**src/rtl/fifo_pkg.sv**
```systemverilog
// Shared async-FIFO helpers: pointer width and Gray/binary conversion.
// Conversions operate on a zero-extended 32-bit value so one function
// serves any pointer width; callers truncate the result to their width.
package fifo_pkg;

  localparam int ADDR_WIDTH_DEF = 4;
  localparam int PTR_W          = ADDR_WIDTH_DEF + 1;

  // Binary to reflected Gray code.
  function automatic logic [31:0] bin2gray(input logic [31:0] b);
    return b ^ (b >> 1);
  endfunction

  // Gray to binary: prefix XOR from the MSB down. Zero upper bits leave
  // the result for the narrower pointer unchanged.
  function automatic logic [31:0] gray2bin(input logic [31:0] g);
    logic [31:0] b;
    b[31] = g[31];
    for (int i = 30; i >= 0; i--) b[i] = b[i+1] ^ g[i];
    return b;
  endfunction

endpackage

```
**src/rtl/wr_flag_gen_sync_chain.sv**
```systemverilog
// Multi-bit flop synchroniser with synchronous clear. Only safe for buses
// where at most one bit toggles per source cycle (Gray pointers).
module sync_chain #(
  parameter int WIDTH  = 5,
  parameter int STAGES = 2
) (
  input  logic             clk,
  input  logic             rst_n,
  input  logic [WIDTH-1:0] d_i,
  output logic [WIDTH-1:0] q_o
);

  (* ASYNC_REG = "TRUE" *) logic [STAGES-1:0][WIDTH-1:0] sync_q;

  // Shift the asynchronous input through STAGES flops; clear all on reset.
  always_ff @(posedge clk) begin
    if (!rst_n) sync_q <= '0;
    else        sync_q <= {sync_q[STAGES-2:0], d_i};
  end

  assign q_o = sync_q[STAGES-1];

endmodule

```
**src/rtl/wr_flag_gen.sv**
```systemverilog
// Write-domain flag generator: syncs the Gray read pointer, derives
// look-ahead full / almost_full / level / sticky overflow, and sends the
// Gray write pointer to the read domain. All outputs are registered.
module wr_flag_gen
  import fifo_pkg::*;
#(
  parameter int DEPTH       = 16,
  parameter int ADDR_WIDTH  = 4,
  parameter int SYNC_STAGES = 2,
  parameter int AF_THRESH   = 14
) (
  input  logic                  wr_clk,
  input  logic                  rst_n,
  input  logic                  wr_inc,
  input  logic [ADDR_WIDTH:0]   wr_ptr_ext,
  input  logic [ADDR_WIDTH:0]   rd_ptr_gray,
  output logic [ADDR_WIDTH:0]   wr_ptr_gray,
  output logic                  full,
  output logic                  almost_full,
  output logic [ADDR_WIDTH:0]   wr_level,
  output logic                  overflow
);

  localparam int PW = ADDR_WIDTH + 1;
  localparam logic [PW-1:0] DEPTH_L = PW'(DEPTH);
  localparam logic [PW-1:0] AF_L    = PW'(AF_THRESH);

  logic [PW-1:0] rd_gray_s, rd_bin_s;
  logic [PW-1:0] wr_next, lvl_next;

  logic [PW-1:0] wr_gray_q, wr_gray_d;
  logic [PW-1:0] level_q,   level_d;
  logic          full_q,    full_d;
  logic          af_q,      af_d;
  logic          ovf_q,     ovf_d;

  sync_chain #(.WIDTH(PW), .STAGES(SYNC_STAGES)) u_rd_sync (
    .clk   (wr_clk),
    .rst_n (rst_n),
    .d_i   (rd_ptr_gray),
    .q_o   (rd_gray_s)
  );

  // Next-state: look-ahead pointer and modular level against the synced
  // read pointer; no special case is needed at the pointer wrap.
  always_comb begin
    rd_bin_s  = PW'(gray2bin(32'(rd_gray_s)));
    wr_next   = wr_ptr_ext + PW'(wr_inc);
    lvl_next  = wr_next - rd_bin_s;
    wr_gray_d = PW'(bin2gray(32'(wr_next)));
    level_d   = lvl_next;
    full_d    = (lvl_next == DEPTH_L);
    af_d      = (lvl_next >= AF_L);
    ovf_d     = ovf_q | (wr_inc & full_q);
  end

  // Output registers, synchronously cleared.
  always_ff @(posedge wr_clk) begin
    if (!rst_n) begin
      wr_gray_q <= '0;
      level_q   <= '0;
      full_q    <= 1'b0;
      af_q      <= 1'b0;
      ovf_q     <= 1'b0;
    end else begin
      wr_gray_q <= wr_gray_d;
      level_q   <= level_d;
      full_q    <= full_d;
      af_q      <= af_d;
      ovf_q     <= ovf_d;
    end
  end

  assign wr_ptr_gray = wr_gray_q;
  assign wr_level    = level_q;
  assign full        = full_q;
  assign almost_full = af_q;
  assign overflow    = ovf_q;

endmodule

```
**config.mk**
```make
export PLATFORM = sky130hd
export DESIGN_NAME = wr_flag_gen
export DESIGN_NICKNAME = d
export VERILOG_FILES = /design/src/rtl/fifo_pkg.sv /design/src/rtl/wr_flag_gen_sync_chain.sv /design/src/rtl/wr_flag_gen.sv
export SDC_FILE = /design/constraint.sdc
export NUM_CORES = 1
export LEC_CHECK = 0
export CAP_MARGIN = 5
export CORE_UTILIZATION = 41
export CTS_CLUSTER_SIZE = 28
export DETAILED_ROUTE_END_ITERATION = 10
export PLACE_DENSITY_LB_ADDON = 0.2
export SYNTH_ARGS = -nofsm -noshare
export SYNTH_HDL_FRONTEND = slang
export SYNTH_SLANG_ARGS = --single-unit
```
**constraint.sdc**
```tcl
create_clock -name wr_clk -period 2.3 [get_ports wr_clk]
set_input_delay 0.46 -clock wr_clk [delete_from_list [all_inputs] [get_ports wr_clk]]
set_output_delay 0.46 -clock wr_clk [all_outputs]
set_load 0.01 [all_outputs]
```
; Word level (Yosys, flattened, before mapping)
; Index checks and enable logic that the tools add are counted.
[totals]
regBits = 23
inputBits = 13
output_inout_bits = 13
word_cells = 18
[classes]
add_sub_neg = 2
order_cmp = 1
eq_ne = 1
bitwise_logic = 7
[op_table]
columns = cell, count
row1 = $add 5x1->5, 1
row2 = $eq 5x5->1 const B, 1
row3 = $ge 5x4->1 const B, 1
row4 = $sub 5x5->5, 1
row5 = $xor 5x4->5, 1
row6 = $xor 1x1->1, 4
row7 = $and 1x1->1, 1
row8 = $or 1x1->1, 1

; Logic depth before layout (Yosys ltp)
; Gate-level depths: netlist (run 1).
[logic_depth]
depth_word = 6
mapped_depth = 12

; Hierarchy
; A second synthesis (run 1) with hierarchy kept.
[hier_totals]
hier_cells = 84
area_unflattened_um2 = 982.2
[modules_own_cells]
columns = module, n_inst, cells_per_inst, area_each_um2, seq_area_each_um2
row1 = wr_flag_gen, 1, 59, 681.9, 260.2
row2 = sync_chain, 1, 25, 300.3, 200.2

; Worst setup path before layout (run 1)
; Ideal clock, no wire load.
[synth_path]
kind = register -> register
start = register u_rd_sync.sync_q, in the netlist u_rd_sync.q_o[3]
end = register af_q, in the netlist almost_full
setup_time_ns = 0.117
arrival_time_ns = 2.427
t_required_ns = 2.183
path_slack_ns = -0.244
path_stages_with_launch = 12
path_cell_list = dfxtp_1 xnor2_2 xor2_2 xor2_2 xnor2_1 ha_1 inv_1 fa_1 a21o_1 a21oi_1 xnor3_1 a32o_2
[synth_via]
elab_chain_cells = 6
[synth_rtl]
columns = item, line
row1 = from (decl), wr_flag_gen_sync_chain.sv:13  ; (* ASYNC_REG = "TRUE" *) logic [STAGES-1:0][WIDTH-1:0] sync_q;
row2 = from (signal assigned), wr_flag_gen_sync_chain.sv:18  ; else sync_q <= {sync_q[STAGES-2:0], d_i};
row3 = $xor 1x1->1 (*), fifo_pkg.sv:19  ; for (int i = 30; i >= 0; i--) b[i] = b[i+1] ^ g[i];
row4 = $xor 1x1->1 (3 in a row), fifo_pkg.sv:19
row5 = $sub 5x5->5 (*), wr_flag_gen.sv:49  ; lvl_next = wr_next - rd_bin_s;
row6 = $ge 5x4->1 (*), wr_flag_gen.sv:53  ; af_d = (lvl_next >= AF_L);
row7 = to (signal assigned), wr_flag_gen.sv:63  ; af_q <= 1'b0;
row8 = to (signal assigned), wr_flag_gen.sv:69  ; af_q <= af_d;
row9 = to (decl), wr_flag_gen.sv:34  ; logic af_q, af_d;
; Every way passes the cells marked *; elsewhere a longest branch is shown, timed or not.
; A chain may end at the register's enable or synchronous reset.

; Worst setup path after layout (run 1)
; Ends and elaborated chain as after synthesis.

==> out/qor.csv, run 1 <==
metric;value;unit
run status;finished, violations left;
failing checks;negative setup slack;
via-per-instance ratio;4.34;
# Max-Cap Violations;0;
Hold Vio Cnt, Final;0;
final critical-path share of the clock period;109;%
die height;50.1;um
final setup skew;0.00524;ns
met3 usage;4.01;%
Num CTS Buffers;3;
busiest grt layer;met2;
unrepaired setup endpoints after global routing;yes;
CTS root buf;clkbuf_4;
Post-synth EDFFs;0;
most frequent CP cell;xor2_2;
post-route minimum period;2.51;ns
FF-to-FF Start;u_rd_sync.q_o[3]$_SDFF_PN0_;
critical path type;flip-flop to flip-flop;
setup ws final;-0.209;ns
WL final;1570;um
syn_area_per_cell;11.9;um^2
# IOs;26;
hold slack;0.442;ns
Hold Crit Start;u_rd_sync.sync_q[2]$_SDFF_PN0_;
Die Span X;50.1;um
antenna-violating nets left;0;
R2R Path End;almost_full$_SDFF_PN0_;
async set-reset flop share out of synthesis;0;%
critical path endpoint category;flip-flop;
Worst path max stage delay;0.36;ns
post-synth design cell area;948;um^2
GR Layer Usage met1;16.6;%
Slew Limit Fails;0;
GPL Wtd Cong;0.758;
worst hold path endpoint;u_rd_sync.q_o[2]$_SDFF_PN0_;
Max Buffers Root-to-Sink;2;
Layout Utilization;65.9;%
Initial Utilization;43.3;%
library cells used by synthesis;21;
VDD IR-drop max;0.494;mV
Data arrival, critical path;2.72;ns
CTS Hold Bufs;0;
Setup-failing EPs final;3;
PortBufs;25;
Leak;0.610;nW
largest net degree at the start of global routing;14;
commonest non-fill, non-tap cell in the layout;clkdlybuf4s50_1;
clk_lat worst skew;0.30;ns
Worst Hold Depth;1;
Max Fclk;0.399;GHz
Post-DP HPWL;1180;um
syn_nets;100;
Slowest cell on crit path;dfxtp_2;
commonest cells after routing, fill and taps aside;25 x clkdlybuf4s50_1, 21 x dfxtp_1, 17 x and2_1, 17 x buf_4;
row count;17;
max_slew headroom;79.7;%
Worst Path Required;2.51;ns
Sinks on Clock Net;23;
CTS tree;done;
synth warn;0;
CP Max Fanout;2;
core area;2190;um^2
Seq/Total Area, Yosys;48.5;%
PD cells;679;nW/um^2
vias in the first global route;695;
Cell Chain, Critical Path;xnor2_4 > xor2_2 > xor2_2 > xnor2_1 > ha_2 > inv_2 > fa_2 > a21o_1 > a21oi_2 > xnor3_1 > a32o_2;
Pre-Repair DR Iteration Count;2;
Total Power;980;uW
post-synthesis sequential element count;23;
WL/cell;10.3;um
Die ar.;2510;um^2
Worst-Margin Slew;0.304;ns
layout cell share with drive strength beyond 1;32.3;%
worst r2r path cells;11;
area delta synth->final;52.2;%
total grt overflow;0;
Worst Setup SP;u_rd_sync.q_o[3]$_SDFF_PN0_;
via count;660;
DRC;0;
CTS H-tree depth;1;
GRT met2 Usage;27.1;%
ant diodes;0;
Startpoint Class;flip-flop;
initial antenna violation count;0;
r2r setup slk;-0.21;ns
Starting DRT DRC Count;1;
Final Net Count;145;
GRT Total Usage;15.5;%
clock-pin transition on the worst setup and hold timing paths;0.12;ns
first-pass GRT wire length;2840;um
top_reg_cell synth;dfxtp_1;
Cells after Synth;80;
hold crit path type;flip-flop to flip-flop;
[through the flow]
stage	worst slack, ns	area [um^2]	setup TNS, ns	instances
CTS	-0.243	1390	-0.606	152
global placement	-0.389	1350	-1.47	146
detailed placement	-0.425	1350	-1.60	146
floorplan	-0.209	958	-0.459	80
global route	-0.346	1440	-1.04	152
finish	-0.209	1440	-0.515	152
[routing by layer]
| layer | part of all wire (%) | wire length [um] |
|---|---|---|
| met1 | 41 | 647 |
| met2 | 53 | 834 |
| met3 | 4.4 | 69 |
| met4 | 1.1 | 17 |
| met5 | 0 | 0 |
[kinds of logic after synthesis]
kind of cell	after synthesis	synth area share (%)
compound gates	6	4.35
simple gates	25	17.5
xor+xnor	14	17.5
fa+ha+maj	7	10.0
flops	23	48.5
buf+inv	5	1.98
[timing repair]
item	in CTS	in global routing
pin swaps	3	3
endpoints found under the hold margin	0	0
gates resized for setup	1	7
endpoints found under the setup margin	4	5
buffers inserted	2	0
gates cloned	0	0
[power by group]
part	total, mW	internal, mW	switching [mW]
combinational	0.346	0.206	0.140
sequential	0.453	0.441	0.0120
clock	0.181	0.0648	0.116
total	0.980	0.712	0.268
[worst max-delay path: cells and delay by family, from the launching register on]
family | cells | cell delay (ns)
flops | 1 | 0.36
xor+xnor | 5 | 0.97
buf+inv | 1 | 0.04
fa+ha+maj | 2 | 0.52
compound gates | 3 | 0.53
[synthesized netlist by cell type, drive strengths merged (2+ instances only)]
| cell | count | area, um^2 |
|---|---|---|
| xnor2 | 5 | 51.3 |
| dfxtp | 23 | 460 |
| inv | 3 | 11.3 |
| ha | 6 | 75.1 |
| nand3 | 2 | 15.0 |
| xor2 | 8 | 92.6 |
| nor2b | 2 | 12.5 |
| and2 | 17 | 106 |
| a21oi | 3 | 15.0 |
| a21o | 2 | 15.0 |
| clkbuf | 2 | 7.51 |
[cell type report]
| type | instances | area (um^2) |
|---|---|---|
| repair buffers | 42 | 378 |
| well taps | 28 | 35.0 |
| clock buffers | 3 | 22.5 |
| inverters | 3 | 11.3 |
| fillers | 172 | 747 |
| flip-flops and latches | 23 | 463 |
| multi-input cells | 52 | 529 |
| clock inverters | 1 | 5.00 |
[worst max path at each step]
stage / endpoint / slack, ns / depth (start not counted)
4_1_cts: almost_full$_SDFF_PN0_ / -0.24 / 11
3_5_place_dp: almost_full$_SDFF_PN0_ / -0.42 / 9
5_1_grt: almost_full$_SDFF_PN0_ / -0.35 / 11
2_1_floorplan: almost_full$_SDFF_PN0_ / -0.21 / 11
3_3_place_gp: almost_full$_SDFF_PN0_ / -0.39 / 8
6_report: almost_full$_SDFF_PN0_ / -0.21 / 11
[state kept, by name, summed over array words and instances, names as in the netlist]
| name | cells |
|---|---|
| u_rd_sync.q_o | 5 |
| wr_ptr_gray | 5 |
| wr_level | 5 |
| u_rd_sync.sync_q | 5 |
| full | 1 |
| almost_full | 1 |
| overflow | 1 |
Note: power is estimated with default switching activity, not from simulation.
==> run 2, diff against run 1 <==
CORE_UTILIZATION = 37   (was 41)
==> out/qor.csv, run 2 (same netlist as run 1, synthesis figures left out) <==
metric;value;unit;change
Finished Layout Cells;150;;was 152
Worst-Margin Slew;0.260;ns;was 0.304 ns
Setup-failing EPs final;3;;unchanged
GRT Total Usage;13.3;%;was 15.5%
post-route minimum period;2.52;ns;was 2.51 ns
critical path type;flip-flop to flip-flop;;unchanged
Layout Utilization;60.7;%;was 65.9%
VDD IR-drop max;0.417;mV;was 0.494 mV
Leak;0.598;nW;was 0.610 nW
CTS H-tree depth;1;;unchanged
max_slew headroom;82.6;%;was 79.7%
Setup Fix Bufs, Post-CTS;0;;was 2
first-pass GRT wire length;2570;um;was 2840 um
Initial Utilization;40.9;%;was 43.3%
failing checks;negative setup slack;;unchanged
largest net degree at the start of global routing;15;;was 14
WL final;1640;um;was 1570 um
Die Span X;52.6;um;was 50.1 um
PortBufs;25;;unchanged
Startpoint Class;flip-flop;;unchanged
# IOs;26;;unchanged
via-per-instance ratio;4.33;;was 4.34
die height;52.6;um;was 50.1 um
Max Fclk;0.397;GHz;was 0.399 GHz
unrepaired setup endpoints after global routing;yes;;unchanged
GPL Wtd Cong;0.749;;was 0.758
CP Max Fanout;2;;unchanged
via count;649;;was 660
commonest non-fill, non-tap cell in the layout;clkdlybuf4s50_1;;unchanged
area delta synth->final;48.3;%;was 52.2%
Pre-Repair DR Iteration Count;2;;unchanged
Data arrival, critical path;2.72;ns;about the same
CTS tree;done;;unchanged
Slew Limit Fails;0;;unchanged
commonest cells after routing, fill and taps aside;25 x clkdlybuf4s50_1, 21 x dfxtp_1, 17 x and2_1, 15 x buf_4, 5 x ha_1;;was 25 x clkdlybuf4s50_1, 21 x dfxtp_1, 17 x and2_1, 17 x buf_4
hold slack;0.441;ns;was 0.442 ns
final critical-path share of the clock period;109;%;about the same
DRC;0;;unchanged
hold crit path type;flip-flop to flip-flop;;unchanged
Sinks on Clock Net;23;;unchanged
Max Buffers Root-to-Sink;2;;unchanged
Num CTS Buffers;3;;unchanged
Inst Count DP;146;;unchanged
layout cell share with drive strength beyond 1;28.7;%;was 32.3%
total grt overflow;0;;unchanged
WL/cell;10.9;um;was 10.3 um
clock-pin transition on the worst setup and hold timing paths;0.12;ns;about the same
Post-DP HPWL;1290;um;was 1180 um
critical path endpoint category;flip-flop;;unchanged
final setup skew;0.00703;ns;was 0.00524 ns
Place WS;-0.456;ns;was -0.425 ns
Die ar.;2770;um^2;was 2510 um^2
initial antenna violation count;0;;unchanged
# Max-Cap Violations;0;;unchanged
row count;17;;unchanged
Hold Vio Cnt, Final;0;;unchanged
setup ws final;-0.218;ns;was -0.209 ns
Final Net Count;143;;was 145
core area;2320;um^2;was 2190 um^2
PD cells;691;nW/um^2;was 679 nW/um^2
run status;finished, violations left;;unchanged
CTS root buf;clkbuf_4;;unchanged
antenna-violating nets left;0;;unchanged
ant diodes;0;;unchanged
Worst Path Required;2.50;ns;was 2.51 ns
clk_lat worst skew;0.30;ns;about the same
vias in the first global route;649;;was 695
Starting DRT DRC Count;3;;was 1
[run 2: power breakdown]
group,leakage (nW),total (mW),internal (mW),switching [mW]
sequential,0.191,0.452,0.441,0.0112
combinational,0.391,0.340,0.200,0.140
clock,0.0150,0.180,0.0675,0.112
total,0.598,0.972,0.709,0.264
[run 2: timing repair]
action                                 4_1_cts  5_1_grt
pin swaps                                    3        1
hold buffers                                 0        0
endpoints found under the hold margin        0        0
cloned                                       0        0
gates resized for setup                      1        4
setup endpoints to repair                    4        5
[run 2: cell type report]
type | instances | area [um^2]
inverter | 3 | 11.3
fill | 204 | 912
multi-input combinational | 52 | 508
timing repair buffer | 40 | 363
tap | 28 | 35.0
sequential | 23 | 463
clock buffer | 4 | 26.3
[run 2: per-layer routing]
metal  GRT usage, %  wire length [um]
met1           13.5               696
met2           24.7               867
met3           2.61                60
met4           7.89                16
met5              0                 0
[run 2: metrics by stage]
stage	cell area [um^2]	TNS, ns	power [mW]
detailed placement	1350	-1.71	0.780
finish	1410	-0.526	0.972
global placement	1350	-1.47	0.771
CTS	1380	-0.574	0.969
floorplan	958	-0.459	0.623
global route	1410	-1.09	1.03
[run 2: path summary, 6_finish.rpt]
path / startpoint / endpoint / slack, ns / depth (start not counted)
worst min register to register: u_rd_sync.sync_q[2]$_SDFF_PN0_ / u_rd_sync.q_o[2]$_SDFF_PN0_ / 0.44 / 1
worst max-delay path: u_rd_sync.q_o[3]$_SDFF_PN0_ / almost_full$_SDFF_PN0_ / -0.22 / 11
worst min-delay path: u_rd_sync.sync_q[2]$_SDFF_PN0_ / u_rd_sync.q_o[2]$_SDFF_PN0_ / 0.44 / 1
worst max register to register: u_rd_sync.q_o[3]$_SDFF_PN0_ / almost_full$_SDFF_PN0_ / -0.22 / 11
[run 2: critical path: stages, from the launching register on]
cell and delay [ns]:
dfxtp_2 0.35, xnor2_2 0.22, xor2_2 0.22, xor2_2 0.18, xnor2_1 0.14, ha_2 0.19
inv_2 0.04, fa_2 0.33, a21o_1 0.17, a21oi_2 0.13, xnor3_1 0.24, a32o_2 0.22
